===== src/rtl/mat_fill_loader_if.sv =====
// Avalon-MM read-master bundle (address/read/waitrequest/readdata/readdatavalid)
// shared by mat_fill_loader (master) and the memory it reads (slave).
interface mat_fill_loader_if #(
  parameter int ADDR_WIDTH = 32
) ();
  logic [ADDR_WIDTH-1:0] avm_address;
  logic                  avm_read;
  logic                  avm_waitrequest;
  logic [63:0]           avm_readdata;
  logic                  avm_readdatavalid;

  modport master (
    output avm_address,
    output avm_read,
    input  avm_waitrequest,
    input  avm_readdata,
    input  avm_readdatavalid
  );

  modport slave (
    input  avm_address,
    input  avm_read,
    output avm_waitrequest,
    output avm_readdata,
    output avm_readdatavalid
  );
endinterface


===== src/rtl/mat_fill_loader.sv =====
// Loads a 9-word operand image over Avalon-MM and unpacks it byte-by-byte into
// eight A row FIFOs and one B FIFO. Define LOADER_ERR_EN for the read-timeout ERR state.
module mat_fill_loader #(
  parameter int                    ADDR_WIDTH = 32,
  parameter logic [ADDR_WIDTH-1:0] BASE_ADDR  = '0
) (
  input  logic                   clk,
  input  logic                   rst,
  input  logic                   start,
  mat_fill_loader_if.master      avm,
  output logic [7:0]             a_wren_out,
  output logic [7:0]             a_data_out [8],
  output logic                   b_wren_out,
  output logic [7:0]             b_data_out,
  input  logic [7:0]             a_full,
  input  logic                   b_full,
  output logic                   busy,
  output logic                   done,
  output logic                   err
);

`ifdef LOADER_ERR_EN
  typedef enum logic [2:0] {S_IDLE, S_REQ, S_WAIT, S_UNPACK, S_DONE, S_ERR} state_e;
`else
  typedef enum logic [2:0] {S_IDLE, S_REQ, S_WAIT, S_UNPACK, S_DONE} state_e;
`endif

  state_e      r_state;
  state_e      w_next;
  logic [3:0]  r_index;
  logic [2:0]  r_byte;
  logic [63:0] r_hold;
  logic [7:0]  r_a_wren;
  logic [7:0]  r_a_data;
  logic        r_b_wren;
  logic [7:0]  r_b_data;

  logic        w_last_word;
  logic        w_last_byte;
  logic        w_target_full;
  logic [7:0]  w_a_we;
  logic        w_b_we;
  logic        w_write;
  logic [7:0]  w_byte;

`ifdef LOADER_ERR_EN
  logic [8:0]  r_tmo;
  logic        w_timeout;
`endif

  // Word 8 is the B vector; words 0..7 target the A row FIFO of the same index.
  assign w_last_word   = (r_index == 4'd8);
  assign w_last_byte   = (r_byte == 3'd7);
  assign w_target_full = w_last_word ? b_full : a_full[r_index[2:0]];
  assign w_write       = (|w_a_we) | w_b_we;
  assign w_byte        = r_hold[8*r_byte +: 8];

  assign avm.avm_address = BASE_ADDR + ADDR_WIDTH'({r_index, 3'b000});

`ifdef LOADER_ERR_EN
  assign w_timeout = (r_tmo == 9'd255) && !avm.avm_readdatavalid;
`endif

  // State register
  always_ff @(posedge clk or posedge rst) begin
    // NOTE: sequential state uses non-blocking assignments so every register
    // samples pre-edge values regardless of process evaluation order.
    if (rst) r_state <= S_IDLE;
    else     r_state <= w_next;
  end

  // Next-state logic
  always_comb begin
    // NOTE: default assignment first so no path through the case leaves
    // w_next unassigned, which would infer a latch.
    w_next = r_state;
    case (r_state)
      S_IDLE, S_DONE: if (start) w_next = S_REQ;
      S_REQ:          if (!avm.avm_waitrequest) w_next = S_WAIT;
      S_WAIT: begin
        if (avm.avm_readdatavalid) w_next = S_UNPACK;
`ifdef LOADER_ERR_EN
        else if (w_timeout)        w_next = S_ERR;
`endif
      end
      S_UNPACK:
        if (w_write && w_last_byte) w_next = w_last_word ? S_DONE : S_REQ;
`ifdef LOADER_ERR_EN
      S_ERR:          if (start) w_next = S_REQ;
`endif
      default:        w_next = S_IDLE;
    endcase
  end

  // State-decoded outputs and next-cycle write strobes
  always_comb begin
    avm.avm_read = 1'b0;
    busy         = 1'b0;
    done         = 1'b0;
    err          = 1'b0;
    w_a_we       = '0;
    w_b_we       = 1'b0;
    case (r_state)
      S_REQ: begin
        avm.avm_read = 1'b1;
        busy         = 1'b1;
      end
      S_WAIT:   busy = 1'b1;
      S_UNPACK: begin
        busy = 1'b1;
        if (!w_target_full) begin
          if (w_last_word) w_b_we = 1'b1;
          else             w_a_we[r_index[2:0]] = 1'b1;
        end
      end
      S_DONE:   done = 1'b1;
`ifdef LOADER_ERR_EN
      S_ERR:    err = 1'b1;
`endif
      default: ;
    endcase
  end

  // Word index, byte counter and holding register
  always_ff @(posedge clk or posedge rst) begin
    // NOTE: the holding register is a plain 64-bit register, not a memory,
    // so it is reset along with the rest of the datapath.
    if (rst) begin
      r_index <= '0;
      r_byte  <= '0;
      r_hold  <= '0;
    end else begin
      case (r_state)
        S_IDLE, S_DONE: if (start) r_index <= '0;
        S_WAIT: begin
          if (avm.avm_readdatavalid) begin
            r_hold <= avm.avm_readdata;
            r_byte <= '0;
          end
        end
        S_UNPACK: begin
          if (w_write) begin
            r_byte <= r_byte + 3'd1;
            if (w_last_byte && !w_last_word) r_index <= r_index + 4'd1;
          end
        end
`ifdef LOADER_ERR_EN
        S_ERR: if (start) r_index <= '0;
`endif
        default: ;
      endcase
    end
  end

`ifdef LOADER_ERR_EN
  // Counts WAIT cycles without a response; cleared whenever WAIT is left.
  always_ff @(posedge clk or posedge rst) begin
    if (rst)                                         r_tmo <= '0;
    else if (r_state == S_WAIT && !avm.avm_readdatavalid) r_tmo <= r_tmo + 9'd1;
    else                                             r_tmo <= '0;
  end
`endif

  // Registered FIFO write strobes and data
  always_ff @(posedge clk or posedge rst) begin
    if (rst) begin
      r_a_wren <= '0;
      r_a_data <= '0;
      r_b_wren <= 1'b0;
      r_b_data <= '0;
    end else begin
      r_a_wren <= w_a_we;
      r_b_wren <= w_b_we;
      if (|w_a_we) r_a_data <= w_byte;
      if (w_b_we)  r_b_data <= w_byte;
    end
  end

  assign a_wren_out = r_a_wren;
  assign b_wren_out = r_b_wren;
  assign b_data_out = r_b_data;

  always_comb begin
    for (int i = 0; i < 8; i++) a_data_out[i] = r_a_data;
  end

endmodule


===== src/flat_wrapper.sv =====
// flat-port wrapper written by rule: the top's interface ports become plain ports
module mat_fill_loader_flat 
#(
  parameter int                    ADDR_WIDTH = 32,
  parameter logic [ADDR_WIDTH-1:0] BASE_ADDR  = '0
)
  (clk, rst, start, a_wren_out, a_data_out, b_wren_out, b_data_out, a_full, b_full, busy, done, err, avm_avm_address, avm_avm_read, avm_avm_waitrequest, avm_avm_readdata, avm_avm_readdatavalid);
  mat_fill_loader_if #(.ADDR_WIDTH(ADDR_WIDTH)) avm_i ();
  input  logic clk;
  input  logic rst;
  input  logic start;
  output logic [7:0] a_wren_out;
  output logic [7:0] a_data_out[8];
  output logic b_wren_out;
  output logic [7:0] b_data_out;
  input  logic [7:0] a_full;
  input  logic b_full;
  output logic busy;
  output logic done;
  output logic err;
  output wire logic [$bits(avm_i.avm_address)-1:0] avm_avm_address;
  output wire logic [$bits(avm_i.avm_read)-1:0] avm_avm_read;
  input wire logic [$bits(avm_i.avm_waitrequest)-1:0] avm_avm_waitrequest;
  input wire logic [$bits(avm_i.avm_readdata)-1:0] avm_avm_readdata;
  input wire logic [$bits(avm_i.avm_readdatavalid)-1:0] avm_avm_readdatavalid;
  assign avm_avm_address = avm_i.avm_address;
  assign avm_avm_read = avm_i.avm_read;
  assign avm_i.avm_waitrequest = avm_avm_waitrequest;
  assign avm_i.avm_readdata = avm_avm_readdata;
  assign avm_i.avm_readdatavalid = avm_avm_readdatavalid;
  mat_fill_loader #(.ADDR_WIDTH(ADDR_WIDTH), .BASE_ADDR(BASE_ADDR)) u_core (.clk(clk), .rst(rst), .start(start), .avm(avm_i), .a_wren_out(a_wren_out), .a_data_out(a_data_out), .b_wren_out(b_wren_out), .b_data_out(b_data_out), .a_full(a_full), .b_full(b_full), .busy(busy), .done(done), .err(err));
endmodule

===== config.mk =====
export PLATFORM = sky130hd
export DESIGN_NAME = mat_fill_loader_flat
export DESIGN_NICKNAME = d
export VERILOG_FILES = /design/src/rtl/mat_fill_loader_if.sv /design/src/rtl/mat_fill_loader.sv /design/src/flat_wrapper.sv
export SDC_FILE = /design/constraint.sdc
export NUM_CORES = 1
export LEC_CHECK = 0
export ABC_AREA = 0
export BUFFER_PORTS_ARGS = -buffer_cell sky130_fd_sc_hd__buf_2
export CORE_ASPECT_RATIO = 1.2
export CORE_MARGIN = 10
export CORE_UTILIZATION = 35
export DETAILED_ROUTE_END_ITERATION = 16
export PLACE_DENSITY = 0.67
export SLEW_MARGIN = 20
export SYNTH_ARGS = -nofsm -noshare
export SYNTH_HDL_FRONTEND = slang
export SYNTH_SLANG_ARGS = --single-unit

===== constraint.sdc =====
create_clock -name clk -period 2.6 [get_ports clk]
set_input_delay 0 -clock clk [delete_from_list [all_inputs] [get_ports clk]]
set_output_delay 0 -clock clk [all_outputs]
set_load 0.01 [all_outputs]

# == Yosys cells after proc, flatten, opt, wreduce, memory -nomap -nowiden ==
# Index checks and enable logic that the tools add are counted.
# classes
reduce_logical,14
add_sub_neg,2
n_eq_ne,12
magnitude_cmp,2
bitwise,1
shifts,1
mux,27
# op_table
cell,n
$shiftx 64x7->8,1
$mux 8,3
$mux 3,7
$mux 4,3
$pmux 3 s4,1
$mux 1,9
$pmux 4 s2,1
$reduce_and 4->1,2
$reduce_or 8->1,1
$eq 3x2->1 const B,2
$eq 3x3->1 const B,2
$ne 2x1->1 const B,3
$ne 2x2->1 const B,3
$pmux 3 s2,1
$add 4x1->4 const B,1
$eq 4x4->1 const B,1
$lt 3x4->1 const B,1
$reduce_bool 2->1,2
$add 3x1->3 const B,1
$bmux 1 s3,1
$demux 1 s3,1
$eq 3x1->1 const B,1
$ge 3x1->1 const B,1
$logic_and 1x1->1,3
other kinds (7),7
# word_totals
elab_cells,67
ff_bits,99
in_bits,78
output_inout_bits,117

# == Longest topological paths before layout ==
# depth
word_depth,12
ltp_mapped,8
ltp_nobuf,7

# == Worst setup path before layout ==
# No wires, ideal clock.
# synth_timing
kind,register to register
from,register u_core.r_index[1]
to,register u_core.r_a_data[0]
synth_period_minus_slack_ns,1.929
setup_ns,0.125
t_required_ns,2.475
arrival_ns,1.804
stages_incl_launch_ff,9
path_buffers,2
path_slack_ns,0.671
path_cell_list,dfrtp_1 > buf_6 > inv_1 > ha_1 > nand3b_1 > nand2_1 > a21oi_1 > buf_2 > mux2_2
# synth_between
elab_chain_len,8
elab_cells_between_ends,13
cone_classes,2 x order compare; 1 x eq/ne; 8 x mux; 2 x reduce/logical
# synth_rtl
element,line_no,rtl
start: declaration,mat_fill_loader.sv:30,logic [3:0] r_index;
start signal: assignment,mat_fill_loader.sv:144,if (w_last_byte && !w_last_word) r_index <= r_index + 4'd1;
$lt 3x4->1 (implied by the code) / $ge 3x1->1 (equally long branches),mat_fill_loader.sv:113,else w_a_we[r_index[2:0]] = 1'b1;
$logic_and 1x1->1 (implied by the code),mat_fill_loader.sv:113,
$mux 1 (implied by the code),mat_fill_loader.sv:113,
$demux 1 s3,--,
$mux 8,mat_fill_loader.sv:112,if (w_last_word) w_b_we = 1'b1;
$mux 8 *,mat_fill_loader.sv:111,if (!w_target_full) begin
$mux 8 *,mat_fill_loader.sv:103,case (r_state)
$reduce_or 8->1 *,mat_fill_loader.sv:174,if (|w_a_we) r_a_data <= w_byte;
end signal: assignment,mat_fill_loader.sv:174,
end: declaration,mat_fill_loader.sv:34,logic [7:0] r_a_data;
# Mark *: on every way between the ends. The rest lies on a longest branch, timed or not. The select of a mux whose other input is x is not followed.
# A chain may end at the register's enable or synchronous reset.

# == Worst setup path in the final report ==
# layout_timing
from,register u_core.r_index[1]
to,register u_core.r_byte[2]
# layout_between
elab_chain_len,11
elab_cells_between_ends,19
cone_classes,2 x order compare; 2 x eq/ne; 11 x mux; 1 x bitwise; 3 x reduce/logical
# layout_rtl
element,line_no,rtl
$lt 3x4->1 (implied by the code) / $ge 3x1->1 (equally long branches),mat_fill_loader.sv:113,
$logic_and 1x1->1 (implied by the code),mat_fill_loader.sv:113,
$mux 1 (implied by the code),mat_fill_loader.sv:113,
$demux 1 s3,--,
$mux 8,mat_fill_loader.sv:112,
$mux 8,mat_fill_loader.sv:111,
$mux 8,mat_fill_loader.sv:103,
$reduce_or 8->1,mat_fill_loader.sv:55,assign w_write = (|w_a_we) | w_b_we;
$or 1x1->1 *,mat_fill_loader.sv:55,
$ne 2x1->1 (no line) *,--,
$reduce_and 3->1 (no line) *,--,
end signal: assignment,mat_fill_loader.sv:143,r_byte <= r_byte + 3'd1;
end: declaration,mat_fill_loader.sv:31,logic [2:0] r_byte;
# Marks and branches as above.

==> metrics.cfg <==
[run_status]
status = completed

[logic_synthesis]
yosys.area_share.xor_xnor_pct = 0
ys_seq_area_share_pct = 48.35
synthTopCellsByCount = 99 x dfrtp_1, 91 x mux2_2, 85 x buf_4
synth_compound_area_share_pct = 3.614
synthesis.area_um2 = 5124
synth_edf_count = 0
synth_top_cell_by_area = dfrtp_1
synth_top_area_share_pct = 48.35
avgSynthCellArea_um2 = 13.00
yosysMostFrequentCell = dfrtp_1
synth-seq-cells = 99
ys.flop_type = dfrtp_1
synth-simple-area-share_pct = 3.810
synth_area_leaders = dfrtp_1 48%, mux2_2 20%, buf_4 12%
synth_top_family_by_area = multiplexers
yosysWarnings = 0
synth_fa_ha_area_share_pct = 0.9768
synthDistinctLibCells = 41
synth_cells = 394
muxShareOfSynthArea_pct = 28.11
synthArstFlopShare_pct = 100.0

[detailed_routing]
wl_mm = 13.36
wl_per_cell_um = 17.86
dr_total_vias = 3500
route.detailed.drc = 0
dr.pass1.iters = 4
ant_nets = 0
drt_iter0_markers = 124
viasPerCell = 4.679

[global_routing]
grt_pass1_wl_mm = 20.53
antenna_found_initial = 0
grt_pass1_vias = 3813
grt_max_degree = 51
grt_usage_pct = 13.27
grt_overflow = 0

[clock_tree]
postCtsSetupRepairBufs = 0
clock_sinks = 99
root_buffer = clkbuf_16
clk_pin_slew_ns = 0.06
cts_tree = yes
ctsResizeCount = 0
cts_inserted_buffers = 9
insertion_delay_ns = 0.35
clockBufferDepth = 2
htreeDepth = 3

[critical_path]
path_buf_inv = 1
cp_top_family = flip-flops
arrival_ns = 2.48
endpoint_kind = flip-flop
cp_max_fo = 13
max_stage_delay_ns = 0.62
crit_chain = inv_1, ha_1, nand3b_1, nor2_1, o21ai_0, o21ai_2, mux2_2
cpMaxStageDelayCell = dfrtp_1
crit_type = reg2reg
critPathRequiredTime_ns = 2.83
worstSetupStartpointType = flip-flop

[layout]
antennaDiodeCount = 0
area_growth_pct = 28.79
postLayoutCoreUtil_pct = 45.97
fin_nets = 650
nFillCells = 1274
design_area_um2 = 6599
drive_above_1_share_pct = 51.83

[timing]
timing.fmax_ghz = 0.4453
period_minus_slack_ns = 2.246
worst_pin_slew_ns = 0.6322
maxSlewHeadroom_pct = 57.85
hold_viol_final = 0
fin_crit_sh_pct = 86.37
report.final.slew_viol_count = 0
tns_ns = 0
setup_violations = 0
rsz0062_at_grt = false
fin_skew_ns = 0.004874

[floorplan]
fp.dieW_um = 130.5
core_um2 = 14350
start_util_pct = 35.70
dieHeight_um = 152.5
io_pins = 195
dieArea_um2 = 19900
num_rows = 48

[placed_design]
dp_hpwl_mm = 9.834
placed_cell_area_um2 = 5625
place_congestion = 0.8758
numPortBuffers = 165

[flow_run]
drv_cap = 0

[worst_hold_path]
min_path_type = in2reg

[power_and_ir_drop]
power.total_mw = 7.056
power.density_nw_per_um2 = 1069
leakagePower_nw = 3.188
ir_drop_v = 0.0004995

[path summary, 6_finish.rpt]
| kind | to | from | depth (start not counted) | slack (ns) |
|---|---|---|---|---|
| setup reg to reg | u_core.r_byte[2] | u_core.r_index[1] | 7 | 0.35 |
| max in group asynchronous | u_core.r_hold[59] | rst | 4 | 1.61 |
| setup / recovery | u_core.r_byte[2] | u_core.r_index[1] | 7 | 0.35 |
| min in group asynchronous | u_core.r_hold[39] | rst | 3 | 0.29 |
| hold / removal | u_core.r_state[0] | avm_avm_readdatavalid | 4 | 0.11 |
| hold reg to reg | u_core.b_data_out[3] | u_core.b_data_out[3] | 1 | 0.50 |
[per-layer routing]
layer	vias up	wire length [um]	part of all wire, %	global-route usage [%]
met5	-	0	0	0
li1	1610	-	-	-
met1	1722	4881	37	14.00
met3	16	1275	9.5	4.246
met2	152	6984	52	23.92
met4	0	217	1.6	4.562
[through the flow]
stage,hold WS (ns),instances,worst slack [ns]
CTS,0.09320,748,0.3674
global route,0.1506,748,0.1661
detailed placement,0.1362,664,0.3824
global placement,0.1309,664,0.4667
finish,0.1124,748,0.3544
floorplan,0.07276,422,0.009573
[final cells by class]
type | count | area (um2) | share of cell area, %
Clock buffer | 15 | 287.8 | 4.361
Inverter | 9 | 36.28 | 0.5499
Timing Repair Buffer | 239 | 1589 | 24.08
Sequential cell | 99 | 2477 | 37.54
Tap cell | 175 | 219.0 | 3.318
Clock inverter | 1 | 5.005 | 0.07584
Multi-Input combinational cell | 210 | 1984 | 30.07
[worst register-to-register path: stages (launching register included)]
cell and delay, ns:
dfrtp_1 0.62, inv_1 0.16, ha_1 0.21, nand3b_1 0.19, nor2_1 0.11, o21ai_0 0.35
o21ai_2 0.18, mux2_2 0.30
[placed cells by master, fill, tap and decap left out, drive strengths merged]
master and n:
buf 171, dfrtp 99, mux2 92, dlygate4sd3 68, conb 29, mux4 16
clkbuf 15, nand2 11, nor2 11, inv 9, a21oi 7, o21ai 5
mux2i 4, ha 4, nor3 4, nand3b 2, nor2b 2, nand3 2
nor3b 2, and3 2, and3b 1, a22oi 1, nand2b 1, o22a 1
a311o 1, o2bb2ai 1, a211oi 1, o41ai 1, a22o 1, a32o 1
nand4 1, o211a 1, a211o 1, nor4 1, o32a 1, o31ai 1
o22ai 1, clkinv 1
[where the power goes]
group          internal, mW  leakage [nW]  switching, mW
Clock                 0.753         0.146          0.554
Combinational          1.69          1.83           1.38
Sequential             2.22          1.21          0.459
[kinds of logic after synthesis]
logic type	after synthesis
other	1
buffers and inverters	113
AND/OR/NAND/NOR	40
multiplexers	112
adder cells (fa/ha/maj)	4
flip-flops	99
AO/OA/AOI/OAI	25
[timing repair]
item | 4_1_cts | 5_1_grt
hold endpoints to repair | 117 | 0
endpoints found under the setup margin | 0 | 0
hold buffers | 68 | 0
[flip-flops by register name (all words and copies together) (netlist names)]
register,count
u_core.a_wren_out,8
u_core.b_data_out,8
u_core.b_wren_out,1
u_core.r_a_data,8
u_core.r_byte,3
u_core.r_hold,64
u_core.r_index,4
u_core.r_state,3
No activity file was read; power rests on OpenSTA's default activity.
